<file path="src/rtl/cpu_mem_bridge.sv">
// rtl/cpu_mem_bridge.sv - CPU to 16-bit memory bridge splitting 1/2/4/6-byte accesses into halfword beats
module cpu_mem_bridge #(
  parameter int TIMEOUT_CYCLES = 255
) (
  input  logic        clk,
  input  logic        rst,
  input  logic        cpu_req,
  input  logic        cpu_rd_wr,
  input  logic [1:0]  cpu_req_sz,
  input  logic [31:0] cpu_addr,
  input  logic [47:0] cpu_wr_data,
  output logic        cpu_enable,
  output logic [47:0] cpu_data_in,
  output logic        bus_err,
  output logic        mem_req,
  output logic        mem_we,
  output logic [31:0] mem_addr,
  output logic [15:0] mem_wdata,
  output logic [1:0]  mem_be,
  input  logic        mem_ack,
  input  logic [15:0] mem_rdata
);
  localparam int CW = $clog2(TIMEOUT_CYCLES + 1);

  typedef enum logic [1:0] {IDLE, BEAT, DONE} state_t;
  state_t state, state_next;

  logic          rd_wr;
  logic [2:0]    nbytes;
  logic [31:0]   addr;
  logic [47:0]   wr_data;
  logic [47:0]   asm_data, asm_next;
  logic [1:0]    beat, last_beat;
  logic [CW-1:0] wait_cnt, wait_inc;
  logic          timeout;
  logic [3:0]    span_end, pos0, pos1;
  logic [2:0]    idx0, idx1;
  logic          en0, en1;

  function automatic logic [7:0] pick(input logic [47:0] d, input logic [2:0] i);
    pick = 8'h00;
    for (int j = 0; j < 6; j++)
      if (i == 3'(j)) pick = d[8*j +: 8];
  endfunction

  // Lane positions are byte offsets from the aligned base; idx is the offset into the request.
  always_comb begin
    span_end  = {3'b000, addr[0]} + {1'b0, nbytes};
    last_beat = 2'((span_end - 4'd1) >> 1);
    pos0      = {1'b0, beat, 1'b0};
    pos1      = {1'b0, beat, 1'b1};
    en0       = (pos0 >= {3'b000, addr[0]}) && (pos0 < span_end);
    en1       = (pos1 >= {3'b000, addr[0]}) && (pos1 < span_end);
    idx0      = pos0[2:0] - {2'b00, addr[0]};
    idx1      = pos1[2:0] - {2'b00, addr[0]};
    wait_inc  = wait_cnt + CW'(1);
    timeout   = !mem_ack && (wait_inc == CW'(TIMEOUT_CYCLES));
  end

  always_comb begin
    asm_next = asm_data;
    for (int j = 0; j < 6; j++) begin
      if (en0 && idx0 == 3'(j)) asm_next[8*j +: 8] = mem_rdata[7:0];
      if (en1 && idx1 == 3'(j)) asm_next[8*j +: 8] = mem_rdata[15:8];
    end
  end

  always_ff @(posedge clk) begin
    if (rst) state <= IDLE;
    else     state <= state_next;
  end

  always_comb begin
    state_next = state;
    case (state)
      IDLE:    if (cpu_req) state_next = BEAT;
      BEAT:    if ((mem_ack && beat == last_beat) || timeout) state_next = DONE;
      DONE:    state_next = IDLE;
      default: state_next = IDLE;
    endcase
  end

  always_comb begin
    cpu_enable = 1'b0;
    mem_req    = 1'b0;
    mem_we     = 1'b0;
    mem_addr   = 32'h0;
    mem_wdata  = 16'h0;
    mem_be     = 2'b00;
    case (state)
      IDLE: cpu_enable = !cpu_req && !rst;
      BEAT: begin
        mem_req   = 1'b1;
        mem_we    = rd_wr;
        mem_addr  = {addr[31:1], 1'b0} + {29'h0, beat, 1'b0};
        mem_be    = {en1, en0};
        mem_wdata = {en1 ? pick(wr_data, idx1) : 8'h00, en0 ? pick(wr_data, idx0) : 8'h00};
      end
      DONE:    cpu_enable = !rst;
      default: cpu_enable = 1'b0;
    endcase
  end

  always_ff @(posedge clk) begin
    if (rst) begin
      rd_wr       <= 1'b0;
      nbytes      <= 3'd0;
      addr        <= 32'h0;
      wr_data     <= 48'h0;
      asm_data    <= 48'h0;
      beat        <= 2'd0;
      wait_cnt    <= '0;
      cpu_data_in <= 48'h0;
      bus_err     <= 1'b0;
    end else begin
      bus_err <= 1'b0;
      case (state)
        IDLE: if (cpu_req) begin
          rd_wr    <= cpu_rd_wr;
          addr     <= cpu_addr;
          wr_data  <= cpu_wr_data;
          asm_data <= 48'h0;
          beat     <= 2'd0;
          wait_cnt <= '0;
          case (cpu_req_sz)
            2'b00:   nbytes <= 3'd1;
            2'b01:   nbytes <= 3'd2;
            2'b10:   nbytes <= 3'd4;
            default: nbytes <= 3'd6;
          endcase
        end
        BEAT: begin
          if (mem_ack) begin
            wait_cnt <= '0;
            if (!rd_wr) asm_data <= asm_next;
            if (beat == last_beat) cpu_data_in <= rd_wr ? 48'h0 : asm_next;
            else                   beat <= beat + 2'd1;
          end else if (timeout) begin
            wait_cnt    <= '0;
            cpu_data_in <= {48{1'b1}};
            bus_err     <= 1'b1;
          end else begin
            wait_cnt <= wait_inc;
          end
        end
        default: ;
      endcase
    end
  end
endmodule

</file>
<file path="config.mk">
export PLATFORM = sky130hd
export DESIGN_NAME = cpu_mem_bridge
export DESIGN_NICKNAME = d
export VERILOG_FILES = /design/src/rtl/cpu_mem_bridge.sv
export SDC_FILE = /design/constraint.sdc
export NUM_CORES = 1
export LEC_CHECK = 0
export ABC_AREA = 1
export CAP_MARGIN = 30
export CELL_PAD_IN_SITES_DETAIL_PLACEMENT = 1
export CELL_PAD_IN_SITES_GLOBAL_PLACEMENT = 2
export CORE_UTILIZATION = 30
export CTS_CLUSTER_SIZE = 8
export DETAILED_ROUTE_END_ITERATION = 8
export GPL_TIMING_DRIVEN = 0
export PLACE_DENSITY = 0.92
export SYNTH_ARGS = -nofsm -noshare
export SYNTH_HDL_FRONTEND = slang
export SYNTH_SLANG_ARGS = --single-unit
</file>
<file path="constraint.sdc">
create_clock -name clk -period 4.55 [get_ports clk]
set_clock_uncertainty 0.05 [all_clocks]
set_input_delay 1.365 -clock clk [delete_from_list [all_inputs] [get_ports clk]]
set_output_delay 1.365 -clock clk [all_outputs]
set_load 0.01 [all_outputs]
</file>
==> impl_metrics.csv <==
group,metric,value,unit
final_layout,layout-drive-gt1-share,7.85,%
floorplanning,pin_count,205,
grt,grt_antenna_before_repair,0,
logic_synthesis,ys.flop_type,"dfxtp_1",
routing,dr.max_layer_used,"met4",
setup_path,r2r_slack,1.65,ns
timing,finalCritPeriodShare,97.0,%
final_layout,postLayoutCoreUtil,40.0,%
routing,viasPerCell,5.10,
final_layout,antenna-diode-count,0,
place,postPlaceCellArea,0.0132,mm²
final_layout,fin_nets,2004,
cts,cts_root_buf,"clkbuf_16",
place,dp_hpwl,32800,µm
pwr,cellPowerDensity,319,mW/mm²
setup_path,cp-end-kind,"primary output",
floorplanning,initial_core_util,30.5,%
floorplanning,coreArea,0.0346,mm²
timing,relSlewSlack,35.7,%
grt,grt.overflow.total,0,
timing,period_needed,4.42,ns
setup_path,critical_path_arrival,3.00,ns
floorplanning,die_h,190,µm
setup_path,reg2reg_from,"addr[0]",
cts,clk_transition_reported_paths,0.08,ns
setup_path,reg2reg_to,"cpu_data_in[16]",
grt,track_usage,24.5,%
logic_synthesis,synthCells,1663,
setup_path,worstSetupEndpoint,"mem_wdata[9]",
logic_synthesis,ys_ff_latch,193,
cts,cts-htree-levels,4,
job,max_cap_violations,0,
routing,ant_nets,0,
grt,grt_max_degree,20,
cts,cts_made_buffers,17,
logic_synthesis,ys_seq_area_share,36.6,%
setup_path,reg2reg_depth,13,
setup_path,crit_required,3.13,ns
timing,hold_violations,0,
logic_synthesis,synth_edf_count,0,
routing,post_drt_wl_per_cell,18.3,µm
hold_path,hold_path_depth,2,
logic_synthesis,async_flop_share,0,%
pwr,total_power,4420,µW
cts,cts_hold_buf,0,
floorplanning,die_w,190,µm
grt,grt_pass1_vias,12300,
final_layout,layout_common_cells,"nand2_1, nor2_1, dfxtp_1",
logic_synthesis,yosysWarnings,0,
logic_synthesis,synth.distinct_cells,36,
floorplanning,dieArea,0.0360,mm²
setup_path,crit_start,"addr[0]",
logic_synthesis,avgSynthCellArea,6.35,µm²
hold_path,hp-class,"register to register",
pwr,p_leak,0.00544,µW
logic_synthesis,syn_area,0.0106,mm²
floorplanning,rows,68,
timing,slew_viol_final,0,
timing,setup_viol,0,
routing,route.met2.wl,20200,µm
routing,num_vias,12000,
timing,tightest_slew,0.964,ns
final_layout,area_growth_syn_to_layout,31.1,%
final_layout,fin_area,0.0139,mm²
place,io_buffers,203,
routing,route.detailed.drc,0,
cts,clock-sinks,193,
final_layout,mostFrequentLayoutCell,"nand2_1",
grt,grt_pass1_wl,68200,µm
routing,wl_met3,1840,µm
routing,drtIter0Drc,830,
setup_path,path_max_fanout,8,
setup_path,crit_path_start_kind,"register",
setup_path,path_class,"register to primary output",
place,place_congestion,0.898,
routing,wl,43100,µm
cts,cts_tree,"built",
cts,worst_skew_pair.late_latency,0.46,ns
cts,clockBufferDepth,2,
logic_synthesis,synth_nets,1779,
routing,drt_pass1_iterations,5,
pwr,ir_worst_vdd,0.000282,V
timing,max_freq,0.226,GHz
status,outcome,"finished, final reports clean",
routing,wl_met1,19900,µm
## cell type report
class,count,area (µm²)
Clock inverter,13,124
Buffer,81,389
Multi-Input combinational cell,1248,5930
Timing Repair inverter,1,7.51
Sequential cell,193,3870
Tap cell,455,569
Fill cell,4518,20800
Inverter,139,527
Clock buffer,17,425
Timing Repair Buffer,207,2020
## state kept, by name, indices dropped and copies added, names as in the netlist
register and count:
wr_data 48, rd_wr 1, nbytes 3, asm_data 48, wait_cnt 8, cpu_data_in 48
bus_err 1, addr 32, state 2, beat 2
## worst min path at each step
stage                 start           end  slack, ns
2_1_floorplan  asm_data[10]  asm_data[10]       0.39
3_3_place_gp   asm_data[22]  asm_data[22]       0.40
3_5_place_dp    asm_data[5]   asm_data[5]       0.41
4_1_cts         asm_data[5]   asm_data[5]       0.42
5_1_grt        asm_data[37]  asm_data[37]       0.43
6_report        asm_data[5]   asm_data[5]       0.42
## timing repair
action / CTS / global route
buffers inserted: 1 / 3
gates resized for setup: 63 / 15
hold endpoints to repair: 0 / 0
cloned: 2 / 0
endpoints found under the setup margin: 28 / 16
pin swaps: 2 / 1
## Yosys cell counts (2+ instances only)
| master | number | share of area [%] |
|---|---|---|
| inv_2 | 15 | 0.53 |
| xor2_1 | 12 | 0.99 |
| fa_1 | 2 | 0.38 |
| nand2_1 | 394 | 14 |
| nand3_1 | 158 | 7.5 |
| a21oi_1 | 118 | 5.6 |
| clkbuf_1 | 49 | 1.7 |
| ha_1 | 11 | 1.3 |
| buf_1 | 7 | 0.25 |
| nor2_4 | 7 | 0.75 |
| nand2_2 | 16 | 0.95 |
| nand3b_1 | 3 | 0.21 |
| o22ai_1 | 8 | 0.47 |
| xnor2_1 | 7 | 0.58 |
| buf_2 | 20 | 0.95 |
| o221ai_1 | 8 | 0.66 |
| o21ai_0 | 116 | 5.5 |
| a31oi_1 | 9 | 0.53 |
| buf_6 | 5 | 0.53 |
| a41oi_1 | 8 | 0.66 |
| nand2_4 | 2 | 0.21 |
| nor4_1 | 6 | 0.36 |
| dfxtp_1 | 193 | 37 |
| nor2_1 | 301 | 11 |
| inv_1 | 123 | 4.4 |
| nor3_1 | 22 | 1.0 |
| nand4_1 | 20 | 1.2 |
| nor2_2 | 13 | 0.77 |
| buf_4 | 3 | 0.21 |
## routing by layer
layer | up-vias | global-route usage (%)
li1 | 5841 | -
met5 | - | 0
met3 | 67 | 3.14
met4 | 0 | 7.75
met1 | 5778 | 32.6
met2 | 318 | 40.9
## worst max-delay path, cell delays in order (launching register included)
cell and delay [ns]:
dfxtp_2 0.36, ha_1 0.23, ha_4 0.18, xnor2_2 0.19
ha_1 0.32, nand3b_1 0.16, nand2_4 0.16, nor2_4 0.21
o21ai_0 0.11, a31oi_1 0.29, dlygate4sd2_1 0.32
## cells by family (layout without fill, tap and decap cells)
kind of cell | Yosys count | after routing | share of synthesized area [%]
simple gates | 944 | 945 | 37.9
compound gates | 270 | 270 | 13.6
buf+inv | 223 | 458 | 8.62
flops | 193 | 193 | 36.6
xor+xnor | 19 | 19 | 1.57
fa+ha+maj | 13 | 13 | 1.68
other cells | 1 | 1 | 0.0355
## power by group
part | leakage (µW) | switching (µW) | internal [µW]
clock | 0.000272 | 767 | 720
sequential | 0.00158 | 88.2 | 1800
combinational | 0.00359 | 657 | 384
## through the flow
| step | setup TNS, ns | hold WS, ns | std cells | setup slack (ns) |
|---|---|---|---|---|
| 2_1_floorplan | 0 | 0.394 | 1663 | 0.776 |
| 3_3_place_gp | -2.67 | 0.402 | 2321 | -0.618 |
| 3_5_place_dp | -3.23 | 0.406 | 2321 | -0.632 |
| 4_1_cts | 0 | 0.417 | 2351 | 0.0160 |
| 5_1_grt | -0.00451 | 0.431 | 2354 | -0.00451 |
| 6_report | 0 | 0.417 | 2354 | 0.135 |
Power figures use the tool's default switching activity.
==> RTL edit: new RTL, same flow settings <==
Set the parameter `TIMEOUT_CYCLES` to 510 (it was 255).
--- a/src/rtl/cpu_mem_bridge.sv
+++ b/src/rtl/cpu_mem_bridge.sv
@@ -1,6 +1,6 @@
 // rtl/cpu_mem_bridge.sv - CPU to 16-bit memory bridge splitting 1/2/4/6-byte accesses into halfword beats
 module cpu_mem_bridge #(
-  parameter int TIMEOUT_CYCLES = 255
+  parameter int TIMEOUT_CYCLES = 510
 ) (
   input  logic        clk,
   input  logic        rst,
Behaviour: no difference found for any inputs over 4 cycles, from zero or initial values and one cycle with rst high; that may be too few to reach the edited logic, so the function may still have changed.
==> RTL edit against the original RTL <==
- routed wire length decreased by 1.9%
- setup slack got worse by 0.033 ns
- highest routed layer unchanged
- sequential cell count is 1 higher
- largest power group unchanged
- synthesized cell count rose by 0.12%
- global-route usage fell by 0.90 points
- area after synthesis fell by 0.62%
- power increased by 1.1%
- critical path type unchanged
- design area about the same
==> RTL edit: results <==
[synth]
synthAdderAreaFrac_pct = 1.573
synth_compound_area_share_pct = 13.90
synthArstFlopShare_pct = 0
synthTopCellsByArea = dfxtp_1 37%, nand2_1 16%, nor2_1 9.3%
synth_common_cells = 457 x nand2_1, 259 x nor2_1, 194 x dfxtp_1
synth_cell_types = 39
ys_seq_area_share_pct = 36.98

[detailed_routing]
avgViaCountPerCell = 5.036
drt_iter0_markers = 674

[grt]
antenna_found_initial = 2
grt.total_usage_pct = 23.59
grt_pass1_vias = 11980
grt_max_degree = 17
grt_first_pass_wirelength_um = 66050

[placed_design]
place_ws_ns = -0.4093
routabilityCongestion = 0.8948
hpwl_um = 31470
io_buffers = 201

[worst_setup_path]
arrival_ns = 3.03
r2r_cells = 14
cpMaxStageDelayCell = fa_1
reg2reg_slack_ns = 1.63
slowest_delay_ns = 0.44
worstReg2RegEnd = cpu_data_in[2]
crit_fanout = 7

[pwr]
ir_worst_vdd_mv = 0.2927
p_leak_uw = 0.005529

[sta]
tightest_slew_ns = 0.8559
whs_ns = 0.4176

[min_path]
whs_path_depth = 2
hold_path_end = asm_data[26]
hold_start = asm_data[26]

[layout]
nNetsFinal = 2009
final_layout_size_suffix_gt1_share_pct = 6.922

[status]
run_status = finished, final reports clean
-- RTL edit: cell type report --
type                            instances  area (µm²)
Sequential cell                       194        3889
Inverter                              140       525.5
Buffer                                 78       355.3
Clock inverter                         13       158.9
Clock buffer                           19       442.9
Fill cell                            4496       20600
Timing Repair Buffer                  209        2051
Multi-Input combinational cell       1254        5863
Tap cell                              455       569.3
Antenna cell                            1       2.502
-- RTL edit: per-layer routing --
metal	track usage, %	vias to the layer above	part of all wire [%]
met5	0	-	0
met4	6.669	0	1.7
met3	3.874	39	5.2
met2	39.59	328	47
met1	31.01	5683	46
li1	-	5849	-
-- RTL edit: cell families (layout without fill, tap and decap cells) --
logic type,count (synthesis),in the layout
AND/OR/NAND/NOR,951,952
AO/OA/AOI/OAI,274,274
buffers and inverters,218,459
flip-flops,194,194
XOR/XNOR,15,15
adder cells (fa/ha/maj),12,12
other,1,2
-- RTL edit: how the worst max path moves through the flow --
stage | start | endpoint | slack (ns) | cells after the start
4_1_cts | addr[0] | mem_wdata[11] | 0.02 | 10
3_5_place_dp | addr[0] | mem_wdata[0] | -0.41 | 10
6_report | addr[0] | mem_wdata[1] | 0.10 | 11
3_3_place_gp | addr[0] | mem_wdata[0] | -0.31 | 10
5_1_grt | beat[0] | mem_addr[19] | -0.03 | 14
2_1_floorplan | addr[0] | mem_wdata[0] | 0.68 | 9
-- RTL edit: through the flow --
stage	utilization [%]	cells	TNS, ns	total power [µW]	area (µm²)
2_1_floorplan	-	1665	0	2427	10500
3_3_place_gp	37.97	2321	-2.834	2839	13080
3_5_place_dp	37.97	2321	-3.972	2860	13080
4_1_cts	40.07	2361	0	4483	13810
5_1_grt	40.21	2362	-0.02564	4660	13850
6_report	40.21	2363	0	4463	13860
-- RTL edit: worst register-to-register path, delay by kind of cell (launching register included) --
kind,cells,cell delay (ns)
xor+xnor,1,0.15
simple gates,8,1.16
buf+inv,2,0.38
fa+ha+maj,3,0.74
flops,1,0.36
-- RTL edit: repair_timing --
| item | in CTS | in global routing |
|---|---|---|
| endpoints found under the setup margin | 23 | 14 |
| resized for setup | 37 | 21 |
| pin swaps | 4 | 2 |
| setup buffers | 7 | 1 |
| hold buffers | 0 | 0 |
| cloned | 1 | 0 |
| hold endpoints to repair | 0 | 0 |
-- RTL edit: power by group --
part           switching [µW]  internal, µW  total, µW
Sequential               83.9          1800       1890
Combinational             618           358        976
Clock                     721           881       1600
Total                    1420          3040       4460
